[src/rtl/accum_seq_nbit.sv]
// Burst accumulator: sums a length-prefixed burst of signed add/sub operands,
// tracks sticky signed overflow, and hands the result off with valid/ready.

// Shared n-bit adder/subtractor: a + (b ^ {n{add_n}}) + add_n, with signed overflow.
module add_sub_n #(
   parameter int unsigned n = 16
) (
   input  logic [n-1:0] a,
   input  logic [n-1:0] b,
   input  logic         add_n,
   output logic [n-1:0] sum_c,
   output logic         ovf_c
);

   localparam int unsigned W = n;

   logic [W-1:0] b_eff;

   // Two's-complement add/sub; carry-out is not needed by any user of this block.
   always_comb begin
      b_eff = b ^ {W{add_n}};
      sum_c = a + b_eff + W'(add_n);
      // Overflow when both effective operands share a sign the result does not.
      ovf_c = (a[W-1] == b_eff[W-1]) && (sum_c[W-1] != a[W-1]);
   end

endmodule

module accum_seq_nbit #(
   parameter int unsigned n  = 16,
   parameter int unsigned lw = 8
) (
   input  logic          clk,
   input  logic          reset,
   input  logic          start,
   input  logic [lw-1:0] len,
   input  logic          in_valid,
   input  logic [n-1:0]  in_data,
   input  logic          in_sub,
   output logic          in_ready,
   output logic          out_valid,
   input  logic          out_ready,
   output logic [n-1:0]  out_sum,
   output logic          out_ovf,
   output logic          busy
);

   localparam int unsigned DW = n;
   localparam int unsigned LW = lw;

   typedef enum logic [1:0] {
      ST_IDLE = 2'd0,
      ST_RUN  = 2'd1,
      ST_DONE = 2'd2
   } state_t;

   state_t        state_q, state_d;
   logic [DW-1:0] acc_q, acc_d;
   logic          ovf_q, ovf_d;
   logic [LW-1:0] remaining_q, remaining_d;
   logic          in_ready_q, in_ready_d;
   logic          out_valid_q, out_valid_d;
   logic          busy_q, busy_d;

   logic [DW-1:0] add_sum_c;
   logic          add_ovf_c;
   logic          beat_c;

   // Single adder/subtractor shared by every accepted beat.
   add_sub_n #(.n(DW)) u_add_sub (
      .a     (acc_q),
      .b     (in_data),
      .add_n (in_sub),
      .sum_c (add_sum_c),
      .ovf_c (add_ovf_c)
   );

   // Next-state, datapath and registered-output decode.
   always_comb begin
      state_d     = state_q;
      acc_d       = acc_q;
      ovf_d       = ovf_q;
      remaining_d = remaining_q;
      beat_c      = in_valid && in_ready_q;

      unique case (state_q)
         ST_IDLE: begin
            if (start) begin
               acc_d = '0;
               ovf_d = 1'b0;
               if (len != '0) begin
                  remaining_d = len;
                  state_d     = ST_RUN;
               end else begin
                  state_d = ST_DONE;
               end
            end
         end
         ST_RUN: begin
            if (beat_c) begin
               acc_d       = add_sum_c;
               ovf_d       = ovf_q | add_ovf_c;
               remaining_d = remaining_q - LW'(1);
               if (remaining_q == LW'(1)) begin
                  state_d = ST_DONE;
               end
            end
         end
         ST_DONE: begin
            if (out_ready) begin
               state_d = ST_IDLE;
            end
         end
         default: begin
            state_d = ST_IDLE;
         end
      endcase

      in_ready_d  = (state_d == ST_RUN);
      out_valid_d = (state_d == ST_DONE);
      busy_d      = (state_d != ST_IDLE);
   end

   // State and output registers with asynchronous active-high clear.
   always_ff @(posedge clk or posedge reset) begin
      if (reset) begin
         state_q     <= ST_IDLE;
         acc_q       <= '0;
         ovf_q       <= 1'b0;
         remaining_q <= '0;
         in_ready_q  <= 1'b0;
         out_valid_q <= 1'b0;
         busy_q      <= 1'b0;
      end else begin
         state_q     <= state_d;
         acc_q       <= acc_d;
         ovf_q       <= ovf_d;
         remaining_q <= remaining_d;
         in_ready_q  <= in_ready_d;
         out_valid_q <= out_valid_d;
         busy_q      <= busy_d;
      end
   end

   assign in_ready  = in_ready_q;
   assign out_valid = out_valid_q;
   assign busy      = busy_q;
   assign out_sum   = acc_q;
   assign out_ovf   = ovf_q;

endmodule

[config.mk]
export PLATFORM = sky130hd
export DESIGN_NAME = accum_seq_nbit
export DESIGN_NICKNAME = d
export VERILOG_FILES = /design/src/rtl/accum_seq_nbit.sv
export SDC_FILE = /design/constraint.sdc
export NUM_CORES = 1
export LEC_CHECK = 0
export ABC_CLOCK_PERIOD_IN_PS = 3000
export CORE_ASPECT_RATIO = 0.9
export CORE_MARGIN = 2
export CORE_UTILIZATION = 51
export DETAILED_ROUTE_END_ITERATION = 8
export GPL_TIMING_DRIVEN = 0
export HOLD_SLACK_MARGIN = 0.1
export PLACE_DENSITY = 0.9
export SYNTH_ARGS = -nofsm -noshare
export SYNTH_HDL_FRONTEND = slang
export SYNTH_SLANG_ARGS = --single-unit
[constraint.sdc]
create_clock -name clk -period 3 [get_ports clk]
set_clock_uncertainty 0.05 [all_clocks]
set_input_delay 0.9 -clock clk [delete_from_list [all_inputs] [get_ports clk]]
set_output_delay 0.9 -clock clk [all_outputs]
set_load 0.01 [all_outputs]
Word-level counts from Yosys, hierarchy flattened --
Index checks and enable logic that the tools add are counted.
Storage, ports and cells: memory bits (read-only) 0, output and inout port bits 20, bits in registers 30, bits in writable memories 0, input bits 30, memories 0, logic and storage cells 46, bits in latches 0
Operators by class: multiplexer cells 16, add/sub/neg operators 3, order comparisons 0, eq/ne operators 10, bitwise gates (word level) 2, reductions and logical operators 8, shifts and indexed selects 0, divide/modulo/power cells 0, $mul 0
Operator list (number):
- 16-bit two-way mux | 2
- 16-bit case mux with 2 select lines | 1
- 8-bit two-way mux | 3
- 16-bit by 1-bit adder with 16-bit output | 1
- 16-bit adder | 1
- 8-bit case mux with 2 select lines | 1
- 16-bit XOR | 1
- 2-bit two-way mux | 5
- 8-bit by 1-bit equality test with 1-bit output (second input constant) | 1
- 8-bit nonzero test | 1
- 8-bit by 1-bit subtractor with 8-bit output (second input constant) | 1
- 2-bit inequality test (second input constant) | 3
- 2-bit case mux with 3 select lines | 1
- 2-bit by 1-bit equality test with 1-bit output (second input constant) | 2
- 2-bit equality test (second input constant) | 2
- 4-bit AND reduction | 1
- 2-bit nonzero test | 2
- 3-bit AND reduction | 1
- 1-bit logical AND | 2
- 2-bit zero test | 1
- 1-bit two-way mux | 2
- 1-bit case mux with 2 select lines | 1
- 1-bit equality test | 1
- 1-bit inequality test | 1
- 1-bit OR | 1

Longest topological paths before layout --
Gate-level depths: netlist (run 1).
word-level depth 8, depth in mapped cells 11, mapped depth without buffers 9

By module --
A second synthesis (run 1) with hierarchy kept.
Second synthesis, totals: cell total of the unflattened synthesis 302, area, all modules 2531.2 um^2
Modules (own cells, without submodules):
- accum_seq_nbit | times used 1, seq. area each 750.7 um^2, area each 1511.4 um^2, cells an instance 167
- add_sub_n | times used 1, seq. area each 0.0 um^2, area each 1019.7 um^2, cells an instance 135

Worst setup path before layout (run 1) --
Ideal clock, no wire load.
path kind input-to-reg, start in in_sub, end reg acc_q[15] (netlist: out_sum[15]), path buffers 3, stages on the path 11, data required time 2.819 ns, data arrival time 3.483 ns, slack -0.664 ns, library setup time 0.131 ns, cells stage by stage buf_6 -> clkbuf_1 -> xor2_1 -> ha_1 -> clkbuf_2 -> a21oi_1 -> o21ai_0 -> a221o_1 -> a41oi_4 -> mux2_2 -> or3_1
On the way: cells in the longest elaborated chain, start to end 5
RTL lines:
- start, declared | RTL line 39 | input logic in_sub,
- 16-bit XOR | RTL line 21 | b_eff = b ^ {W{add_n}};
- 16-bit adder | RTL line 22 | sum_c = a + b_eff + W'(add_n);
- 16-bit by 1-bit adder with 16-bit output (*) | RTL line 22
- 16-bit two-way mux (*) | RTL line 100 | if (beat_c) begin
- 16-bit case mux with 2 select lines (*) | RTL line 86 | unique case (state_q)
- end signal, assigned | RTL line 128 | acc_q <= '0;
- end signal, assigned | RTL line 136 | acc_q <= acc_d;
- end, declared | RTL line 58 | logic [DW-1:0] acc_q, acc_d;
Every way passes the cells marked *; elsewhere a longest branch is shown, timed or not. The select of a mux whose other input is x is not followed. A chain may end at the register's enable or synchronous reset.

Worst setup path after layout (run 1) --
start in in_data[4], end reg acc_q[15] (netlist: out_sum[15])
On the way: cells in the longest elaborated chain, start to end 5
RTL lines:
- start, declared | RTL line 38 | input logic [n-1:0] in_data,
- 16-bit XOR | RTL line 21
- 16-bit adder | RTL line 22
- 16-bit by 1-bit adder with 16-bit output | RTL line 22
- 16-bit two-way mux | RTL line 100
- 16-bit case mux with 2 select lines | RTL line 86
Every way passes these cells. The select of a mux whose other input is x is not followed.

==> results.txt, run 1 <==
Wirelength per Cell: 18.60 um
Final WS setup: -0.01347 ns
most frequent cell after synthesis: dfrtp_1
critical path required time: 3.14 ns
Avg Cell Area, Syn: 8.568 um2
Rows: 23
CP max FO: 4
All-Layer GR Usage: 28.91%
CP max-delay cell: or3_1
Post-synth top cells: dfrtp_1 (30), nand2_1 (28), o21ai_0 (26), a21oi_1 (22), nor2_1 (19)
HPWL after detailed placement: 4.203 mm
outcome: finished, violations left
GRT Residual Overflow: 0
Pleak: 1.531 nW
Setup TNS Final: -0.01347 ns
CP cell instances: dlygate4sd2_1 > xor2_2 > ha_4 > a21oi_2 > o221ai_2 > or2_4 > a41oi_4 > mux2_4 > or3_1
Fin Hold WS: 0.4749 ns
sequential share of the synthesized area: 32.57%
final-stage net count: 402
Slew HR: 19.33%
global placement routability congestion: 0.9488
Final Hold Viols: 0
Critical Path Source Type: input pin
# IOs: 50
CTS tree: built
Worst Tran Pin Value: 1.209 ns
CTS Hold Bufs: 0
Final Cell Area: 0.003465 mm2
vias after detailed routing: 2,609
largest net degree at the start of global routing: 31
Synth cell types: 50
Worst Path Arrival: 3.15 ns
first-pass GRT wire length: 11.03 mm
CTS Buf Count: 5
number of global-route vias before repair: 2,378
Initial Util: 52.34%
Post-Syn Instances: 269
clock tree buffer depth: 2
initial antenna violation count: 1
H-Tree Depth: 2
delay of the slowest critical-path stage: 0.36 ns
die width: 74.86 um
Final setup viols: 1
DR DRC count: 0
worst min-delay path category: flop to flop
Via-to-Cell Ratio: 6.227
Max Fclk: 331.8 MHz
Seq cells post-synth: 30
RSZ-0062 raised after global routing: yes
Area Growth Syn to Fin: 50.33%
Finished Core Util: 78.69%
top-area cell type share of the netlist area: 32.57%
fin crit share: 100.4%
DRT antenna net count: 0
Worst-Skew Late Latency: 0.30 ns
Detailed Routing Iterations Pass 1: 5
share of cells above drive strength 1: 22.19%
failing checks: setup timing
WS Path Type: input pin to flop
Area after DPL: 0.002909 mm2
top cells by area, synth: dfrtp_1 (33%), ha_1 (8.7%), xor2_1 (6.8%)
Net Count, Synth: 316
WL final: 7.794 mm
die area: 0.005074 mm2
YS warnings: 0
die span in y: 67.78 um
Design Power: 3.758 mW
Post-synth EDFFs: 0
initial DRC count: 270
CTS clock-pin slew for the worst setup and hold paths: 0.08 ns
flop2flop setup slack: 0.45 ns
clk sink count: 30
min Tclk post-route: 3.013 ns
max-capacitance violation count: 0
Worst VDD drop: 0.0006308 V
Layout fillers: 262
area leader, netlist: dfrtp_1
max-slew violation count: 0
Main synth FF type: dfrtp_1
CTS Root Cell: clkbuf_8
Synth Cell Area: 0.002305 mm2
Worst setup EP type: flop
Core Region: 0.004403 mm2
pwr dens: 1085 mW/mm2
ys async rst share: 100.0%
number of port buffers: 48
per-stage QoR:
stage | setup slack [ns] | instances
floorplan | -0.3002 | 269
global placement | -0.6376 | 379
detailed placement | -0.6428 | 379
CTS | -0.03895 | 405
global route | -0.06296 | 419
finish | -0.01347 | 419
final timing paths:
path                                       startpoint                         end  cells past startpoint
max                                        in_data[4]     out_sum[15]$_DFFE_PP0P_                      9
min                        remaining_q[7]$_DFFE_PP0P_  remaining_q[7]$_DFFE_PP0P_                      2
max reg2reg                   out_sum[12]$_DFFE_PP0P_     out_sum[15]$_DFFE_PP0P_                      7
min reg2reg                remaining_q[7]$_DFFE_PP0P_  remaining_q[7]$_DFFE_PP0P_                      2
max in group asynchronous                       reset      out_sum[1]$_DFFE_PP0P_                      2
min in group asynchronous                       reset      out_sum[6]$_DFFE_PP0P_                      2
state kept, by name, indices dropped and copies added (netlist names):
| register | cells |
|---|---|
| in_ready | 1 |
| remaining_q | 8 |
| out_ovf | 1 |
| state_q | 2 |
| out_sum | 16 |
| busy | 1 |
| out_valid | 1 |
layout make-up:
| type | instances | area (um2) | share of cell area [%] |
|---|---|---|---|
| antenna | 1 | 2.502 | 0.07223 |
| buffer | 8 | 71.32 | 2.059 |
| clock buffer | 6 | 82.58 | 2.384 |
| clock inverter | 2 | 60.06 | 1.733 |
| inverter | 12 | 45.04 | 1.300 |
| multi-input combinational | 218 | 1637 | 47.24 |
| sequential | 30 | 750.7 | 21.67 |
| tap | 62 | 77.57 | 2.239 |
| timing repair buffer | 80 | 738.2 | 21.31 |
what timing repair did:
action                     CTS  global route
gates cloned                 0             2
pin swaps                   34            27
gates resized for setup     27            20
setup buffers               19            11
setup endpoints to repair    7             4
kinds of logic after synthesis:
logic type	count (synthesis)	share of synthesized area (%)
multiplexers	5	2.389
XOR/XNOR	25	9.501
buffers and inverters	21	3.962
flip-flops	30	32.57
adder cells (fa/ha/maj)	17	9.555
AO/OA/AOI/OAI	81	22.91
AND/OR/NAND/NOR	90	19.11
routing by layer:
layer | track usage (%) | up-vias | part of all wire [%]
met5 | 0 | - | 0
met4 | 11.38 | 0 | 4.9
met3 | 6.418 | 41 | 7.9
met2 | 48.46 | 171 | 49
met1 | 36.07 | 1249 | 38
li1 | - | 1148 | -
worst max-delay path, delay by kind of cell:
family | cells | cell delay (ns)
AND/OR/NAND/NOR | 2 | 0.65
AO/OA/AOI/OAI | 3 | 0.56
multiplexers | 1 | 0.31
buffers and inverters | 1 | 0.27
adder cells (fa/ha/maj) | 1 | 0.25
XOR/XNOR | 1 | 0.21
cell usage in the layout, fill, tap and decap left out, types with 3 or more instances in the layout:
master / count
a21oi_2: 3
a31oi_1: 5
ha_2: 3
o21bai_1: 4
and3_1: 5
a21oi_1: 17
nor2_1: 17
clkbuf_1: 3
dfrtp_1: 30
nand2_1: 28
ha_4: 4
dlymetal6s2s_1: 4
clkbuf_8: 6
xnor2_1: 7
clkdlybuf4s50_1: 34
nor3_1: 10
mux2i_1: 3
xor2_1: 12
a21o_1: 4
xor2_2: 6
o21ai_0: 25
nand3_1: 7
inv_1: 12
ha_1: 9
dlygate4sd2_1: 7
o22ai_1: 3
buf_2: 3
nand4_1: 4
nand4b_1: 3
buf_4: 30
power by group:
part | internal (mW) | total (mW) | switching [mW]
combinational | 1.16 | 2.41 | 1.25
clock | 0.355 | 0.543 | 0.189
sequential | 0.593 | 0.801 | 0.207
Note: power is estimated with default switching activity, not from simulation.
==> inputs of run 2 (changes only) <==
--- a/config.mk
+++ b/config.mk
@@ -6,6 +6,7 @@
 export NUM_CORES = 1
 export LEC_CHECK = 0
 export ABC_CLOCK_PERIOD_IN_PS = 3000
+export CAP_MARGIN = 5
 export CORE_ASPECT_RATIO = 0.9
 export CORE_MARGIN = 2
 export CORE_UTILIZATION = 51
@@ -13,6 +14,7 @@
 export GPL_TIMING_DRIVEN = 0
 export HOLD_SLACK_MARGIN = 0.1
 export PLACE_DENSITY = 0.9
+export SETUP_SLACK_MARGIN = 0.1
 export SYNTH_ARGS = -nofsm -noshare
 export SYNTH_HDL_FRONTEND = slang
 export SYNTH_SLANG_ARGS = --single-unit
==> results.txt, run 2 (same netlist as run 1, synthesis figures left out) <==
outcome: finished, violations left
failing checks: setup timing
CTS Root Cell: clkbuf_8
vias after detailed routing: 2,704
max-slew violation count: 0
die width: 74.86 um
RSZ-0062 raised after global routing: yes
Stages on worst setup path: 10
Via-to-Cell Ratio: 6.333
Final Cell Area: 0.003526 mm2
Initial Util: 52.34%
Area Growth Syn to Fin: 52.99%
Worst R2R End: out_sum[15]$_DFFE_PP0P_
flop2flop setup slack: 0.47 ns
Worst setup EP type: flop
CTS Hold Bufs: 0
share of cells above drive strength 1: 24.11%
critical path required time: 3.13 ns
worst min-delay path category: flop to flop
Core Region: 0.004403 mm2
Design Power: 3.824 mW
Worst Tran Pin Value: 0.6224 ns
All-Layer GR Usage: 31.55%
Worst Path Arrival: 3.27 ns
R2R cell count: 7
GRT Residual Overflow: 0
reg-to-reg critical path startpoint: out_sum[10]$_DFFE_PP0P_
Worst VDD drop: 0.0004425 V
most frequent cells in the layout: buf_4 (38), clkdlybuf4s50_1 (34), dfrtp_1 (30)
Final Hold Viols: 0
min Tclk post-route: 3.142 ns
Slew HR: 58.51%
die span in y: 67.78 um
WS Path Type: input pin to flop
clock tree buffer depth: 2
Detailed Routing Iterations Pass 1: 7
DRT antenna net count: 0
Placement Setup Slack: -0.6793 ns
die area: 0.005074 mm2
final-stage net count: 411
Final setup viols: 1
CTS tree: built
CTS Buf Count: 5
initial antenna violation count: 0
number of port buffers: 48
delay of the slowest critical-path stage: 0.38 ns
# IOs: 50
Critical Path Source Type: input pin
clk sink count: 30
Setup TNS Final: -0.1415 ns
CP max FO: 8
CP max-delay cell: a221o_1
largest net degree at the start of global routing: 31
Finished Core Util: 80.08%
global placement routability congestion: 0.9293
Worst-Skew Late Latency: 0.31 ns
Largest register FFs: 16
CP cell instances: buf_12 > clkbuf_16 > xor2_1 > ha_1 > a21oi_2 > o21ai_4 > a221o_1 > a41oi_4 > mux2_4 > or3_1
CP endpoint: out_sum[15]$_DFFE_PP0P_
initial DRC count: 365
WL final: 8.513 mm
Final WS setup: -0.1415 ns
Rows: 23
fin crit share: 104.7%
CTS clock-pin slew for the worst setup and hold paths: 0.07 ns
HPWL after detailed placement: 4.204 mm
H-Tree Depth: 2
max-capacitance violation count: 0
worst path bufs/invs: 2
n_diodes: 0
Pleak: 1.549 nW
Layout fillers: 255
CP delay by family, top: compound AO/OA/AOI/OAI gates
Area after DPL: 0.002917 mm2
commonest non-fill, non-tap cell in the layout: buf_4
pwr dens: 1084 mW/mm2
Max Fclk: 318.3 MHz
DR DRC count: 0
Worst setup startpoint: in_sub
Wirelength per Cell: 19.94 um
number of global-route vias before repair: 2,476
first-pass GRT wire length: 11.83 mm
## run 2: cell count changes in the layout (fill, tap and decap cells not counted), sizes merged
| cell | change |
|---|---|
| clkdlybuf4s15 | -2 |
| buf | +9 |
| dlymetal6s2s | -2 |
| clkbuf | -1 |
| diode | -1 |
| bufinv | -2 |
| clkinv | +1 |
| clkinvlp | +1 |
| dlygate4sd2 | +5 |
## run 2: worst min-delay path by stage
stage | from | end | slack [ns] | cells past startpoint
floorplan | remaining_q[7]$_DFFE_PP0P_ | remaining_q[7]$_DFFE_PP0P_ | 0.42 | 2
global placement | out_ovf$_DFFE_PP0P_ | out_ovf$_DFFE_PP0P_ | 0.43 | 2
detailed placement | out_ovf$_DFFE_PP0P_ | out_ovf$_DFFE_PP0P_ | 0.43 | 2
CTS | out_ovf$_DFFE_PP0P_ | out_ovf$_DFFE_PP0P_ | 0.45 | 2
global route | out_ovf$_DFFE_PP0P_ | out_ovf$_DFFE_PP0P_ | 0.51 | 2
finish | out_ovf$_DFFE_PP0P_ | out_ovf$_DFFE_PP0P_ | 0.45 | 2
## run 2: through the flow
| step | instances | hold slack (ns) |
|---|---|---|
| floorplan | 269 | 0.4209 |
| global placement | 379 | 0.4307 |
| detailed placement | 379 | 0.4317 |
| CTS | 416 | 0.4472 |
| global route | 427 | 0.5089 |
| finish | 427 | 0.4487 |
## run 2: timing repair
action	CTS	global route
setup endpoints to repair	8	9
setup buffers	28	12
pin swaps	37	24
cloned	1	0
resized for setup	26	23
## run 2: layout make-up
cell class	instances	area, um2	share of cell area [%]
plain buffers	8	71.32	2.023
clock buffers	6	82.58	2.342
clock inverters	2	12.51	0.3549
inverters	12	45.04	1.278
multi-input cells	218	1678	47.59
flip-flops and latches	30	750.7	21.29
well taps	62	77.57	2.200
repair buffers	89	808.3	22.92
## run 2: tightest hold or removal path, cell delays in order (launching register included)
cell	delay, ns
dfrtp_1	0.35
nand2_1	0.05
o21ai_1	0.07
## run 2: routing by layer
metal	track usage [%]	routed length, um	up-vias
li1	-	-	1169
met1	35.44	3298	1267
met2	54.50	3959	199
met3	8.806	754	69
met4	15.85	501	0
met5	0	0	-
## run 2: power by group
group	leakage (nW)	total, mW	internal, mW	switching (mW)
clock	0.0472	0.371	0.184	0.187
sequential	0.361	0.799	0.593	0.205
combinational	1.14	2.65	1.26	1.40
total	1.55	3.82	2.04	1.79
==> patch 1 (config.mk and constraints of run 1) <==
`lw`: 8 -> 4.
--- a/src/rtl/accum_seq_nbit.sv
+++ b/src/rtl/accum_seq_nbit.sv
@@ -30,3 +30,3 @@
    parameter int unsigned n  = 16,
-   parameter int unsigned lw = 8
+   parameter int unsigned lw = 4
 ) (
Interface: changed (resized len); port bits go from 50 to 46. No check against the original RTL was run, so the function may have changed too.
==> patch 1 against run 1 <==
The run still ends with negative setup slack left. Largest power group unchanged. Power is 26% lower. Largest cell class unchanged. Area after synthesis decreased by 9.9%. Routed wire length is 27% lower. Setup slack got worse by 0.015 ns. Final area is 17% lower. Sequential cell count shrank 4. Hold slack got worse by 0.0081 ns. Sequential share of layout area increased by 1.1 points. Count of clock-buffer cells in the layout is 2 lower. Critical endpoint unchanged. Combinational power shrank 21%.
==> patch 1: results <==
yosys:
  synth_compound_gate_area_share: 0.223
  netlist_top_cells_count: "26 x dfrtp_1, 23 x o21ai_0, 22 x nand2_1, 22 x xor2_1, 19 x a21oi_1"
  fraction_of_the_yosys_area_taken_by_sequential_cells: 0.313
  postSynthNetCount: 281
  yosysUniqueCellTypes: 48
  ys_top_cells_by_area: "dfrtp_1 31%, ha_1 9.6%, xor2_1 9.3%"
clock_tree:
  inserted_clock_buffers: 3
  maximum_level_of_the_cts_h_tree: 1
drt:
  drt-wirelength-per-cell_um: 16.1
  firstDrtPassIters: 4
  detailroute.wirelength.met2_mm: 2.74
  dr_wl_met3_um: 371
timing:
  tightest_pin_transition_ns: 1.04
  whs_ns: 0.467
  setup_viol: 1
  post-route-worst-setup-slack_ns: -0.0287
global_route:
  antenna_violations_before_repair: 0
  grt_pass1_wl_mm: 8.88
  grt_util_all_layers: 0.237
outcome:
  outcome: "finished, violations left"
  violations: "negative setup slack"
worst_setup_path:
  worst_path_largest_cell_delay_ns: 0.43
  critical_path.reg2reg.startpoint: "out_sum[0]"
  timing.reg2reg.worst_path_depth: 8
place:
  detailed_placement_wirelength_estimate_mm: 3.64
  globalplace.congestion: 0.837
power_and_ir_drop:
  p_leak_nw: 1.28
[patch 1: cell types whose count changed in the layout (fill, tap and decap cells not counted), moves of 5 or more]
cell and delta:
nor2_1 -5, xor2_2 -5, nand2_1 -6, nor3_1 -6
dlygate4sd2_1 -5, xor2_1 +9, clkdlybuf4s50_1 +7, buf_4 -10
o21ai_0 -7
[patch 1: cells by family after synthesis]
family,Yosys count
buffers and inverters,22
flip-flops,26
adder cells (fa/ha/maj),17
AO/OA/AOI/OAI,72
XOR/XNOR,28
multiplexers,5
AND/OR/NAND/NOR,68
[patch 1: power by group through the flow]
stage               combinational (W)  clock, W  sequential, W
finish                        0.00191  0.000231       0.000641
CTS                           0.00175  0.000237       0.000638
global route                  0.00207  0.000250       0.000660
global placement              0.00154         0       0.000635
floorplan                     0.00105         0       0.000669
detailed placement            0.00159         0       0.000643
[patch 1: timing repair]
action / CTS / global route
resized for setup: 11 / 11
pin swaps: 22 / 13
endpoints found under the setup margin: 6 / 7
buffers inserted: 13 / 7
[patch 1: worst register-to-register path, cell delays in order, from the launching register on]
cell	delay (ns)
dfrtp_1	0.43
mux2_4	0.31
fa_2	0.43
a21oi_2	0.20
o21ai_1	0.11
a211o_1	0.30
a31oi_1	0.21
xnor2_1	0.13
o21ai_0	0.08
[patch 1: area by class of cell]
type	count	area, µm²
Inverter	14	52.6
Timing Repair Buffer	64	591
Tap cell	46	57.6
Sequential cell	26	651
Multi-Input combinational cell	190	1390
Buffer	8	70.1
Clock buffer	4	55.1
Fill cell	244	948
[patch 1: metrics by stage]
stage / std cells / utilization
after CTS: 345 / 0.728
after global routing: 352 / 0.751
after floorplan: 238 / -
after global placement: 328 / 0.683
after detailed placement: 328 / 0.683
final: 352 / 0.751
[patch 1: worst max-delay path by stage]
stage | from | end | slack (ns)
floorplan | in_sub | out_sum[15] | -0.05
global placement | in_data[0] | out_sum[8] | -0.46
detailed placement | in_data[0] | out_sum[8] | -0.48
CTS | in_data[2] | out_sum[15] | 0.002
global route | in_data[6] | out_sum[15] | -0.09
finish | in_data[7] | out_sum[15] | -0.03
[patch 1: per-layer routing]
layer,vias up,track usage
met5,-,0
met4,0,0.0660
met3,15,0.0389
met2,111,0.404
met1,990,0.311
li1,984,-
==> patch 2 (flow settings as in run 1) <==
Without the edit above. Reset style: synchronous (`reset`), changed in one clocked block. Comments in the files are not updated.
--- a/src/rtl/accum_seq_nbit.sv
+++ b/src/rtl/accum_seq_nbit.sv
@@ -124,3 +124,3 @@
    // State and output registers with asynchronous active-high clear.
-   always_ff @(posedge clk or posedge reset) begin
+   always_ff @(posedge clk) begin
       if (reset) begin
Function: differs if reset is asserted again (counterexample within 4 cycles, from zero or initial values and one cycle with reset high); with reset held inactive, the same outputs for 10 cycles.
==> patch 2 against run 1 <==
Setup slack better by 0.090 ns. Die area fell by 1.9%. Hold slack got worse by 0.041 ns. Utilization is 5.1 points lower. Sequential cell count unchanged. Routed wire length down 22%. Sequential share of layout area fell by 2.0 points. Cell count shrank 5.0%. Critical path depth unchanged. Area after synthesis fell by 2.0%. Register-to-register slack better by 0.18 ns. Final area decreased by 12%. Critical path type unchanged. Critical endpoint is now out_sum[12].
Power is not compared: it rests on default switching activity, and its combinational part moved more than twofold at a synthesized area within 25%.
==> patch 2: results <==
outcome:
  outcome: "complete, no violations"
clock_tree:
  worst_skew_pair_latency_ns: 0.29
  maximum_level_of_the_cts_h_tree: 2
  inserted_clock_buffers: 5
  reg_clk_slew_reported_paths_ns: 0.06
  clock_tree.buffer_depth: 2
worst_setup_path:
  timing.critical_path.slowest_stage_cell: "clkdlybuf4s50_1"
  cpLargestDelayFamily: "compound AO/OA/AOI/OAI gates"
  arrival_ns: 3.05
  timing.reg2reg.worst_path_depth: 8
  critPathMaxFanout: 5
  worst_path_largest_cell_delay_ns: 0.54
drt:
  drt_iter0_drc: 155
  firstDrtPassIters: 4
  finalWirelength_mm: 6.10
  via_count: 2327
yosys:
  yosys_most_used_dff: "dfxtp_1"
  fraction_of_the_yosys_area_taken_by_sequential_cells: 0.266
  ys_top_cells_by_area: "dfxtp_1 27%, ha_1 8.9%, xor2_1 7.8%"
  postSynthNetCount: 323
  yosysUniqueCellTypes: 50
  netlist_top_cells_count: "33 x nor2_1, 30 x dfxtp_1, 24 x a21oi_1"
  async_flop_share: 0
place:
  placed_cell_area_um2: 2840
  globalplace.congestion: 0.871
  pre_cts_ws_ns: -0.598
  placement.io_buffers: 47
  detailed_placement_wirelength_estimate_mm: 4.19
global_route:
  grt_pass1_wl_mm: 9.52
  antenna_violations_before_repair: 0
  grt_util_all_layers: 0.248
  first_global_vias: 2138
  grt_max_degree: 11
power_and_ir_drop:
  p_leak_nw: 1.25
  p_sw_frac: 0.325
  ir_drop_mv: 0.200
finish:
  final_layout_size_suffix_gt1_frac: 0.130
  fin_nets: 384
  diodes: 0
  largest_reg_flops: 16
min_path:
  min-delay-path-class: "reg -> reg"
  worstHoldPathCells: 2
timing:
  max_slew_margin: 0.533
-- patch 2: per-layer routing --
layer / up-vias / track usage / part of all wire
met1: 1079 / 0.317 / 0.43
met3: 22 / 0.0493 / 0.069
li1: 1112 / - / -
met5: - / 0 / 0
met2: 114 / 0.401 / 0.47
met4: 0 / 0.118 / 0.026
-- patch 2: worst paths after layout --
| path | start | end | slack [ns] |
|---|---|---|---|
| max reg2reg | out_sum[0] | out_sum[12] | 0.63 |
| max | in_data[2] | out_sum[12] | 0.08 |
| min | remaining_q[1] | remaining_q[1] | 0.43 |
| min reg2reg | remaining_q[1] | remaining_q[1] | 0.43 |
-- patch 2: cell type report --
class / instances / area (µm²)
sequential: 30 / 601
clock inverter: 1 / 5.00
inverter: 7 / 26.3
tap: 60 / 75.1
multi-input combinational: 228 / 1660
clock buffer: 7 / 86.3
buffer: 11 / 75.1
timing repair buffer: 54 / 526
fill: 325 / 1100
-- patch 2: kinds of logic after synthesis --
group           after synthesis  synth area share
simple gates                 93             0.200
compound gates               88             0.284
flops                        30             0.266
xor+xnor                     27             0.105
buf+inv                      18            0.0332
fa+ha+maj                    17            0.0975
mux                           3            0.0144
-- patch 2: stage by stage --
step | std cells | TNS, ns
2_1_floorplan | 276 | -0.0131
3_3_place_gp | 383 | -2.83
3_5_place_dp | 383 | -3.31
4_1_cts | 396 | 0
5_1_grt | 398 | -0.0528
6_report | 398 | 0
-- patch 2: tightest hold or removal path, delay by kind of cell (launching register included) --
kind,cells,cell delay (ns)
simple gates,1,0.06
compound gates,1,0.05
flops,1,0.33
-- patch 2: power by group through the flow --
stage	registers, W	logic (W)	clock network, W
2_1_floorplan	0.000439	0.000215	0
3_3_place_gp	0.000438	0.000310	0
3_5_place_dp	0.000439	0.000318	0
4_1_cts	0.000430	0.000332	0.000347
5_1_grt	0.000433	0.000383	0.000369
6_report	0.000431	0.000354	0.000347
-- patch 2: repair_timing --
action / in CTS / in global routing
pin swaps: 7 / 7
endpoints found under the setup margin: 5 / 8
buffers inserted: 5 / 2
gates resized for setup: 6 / 11
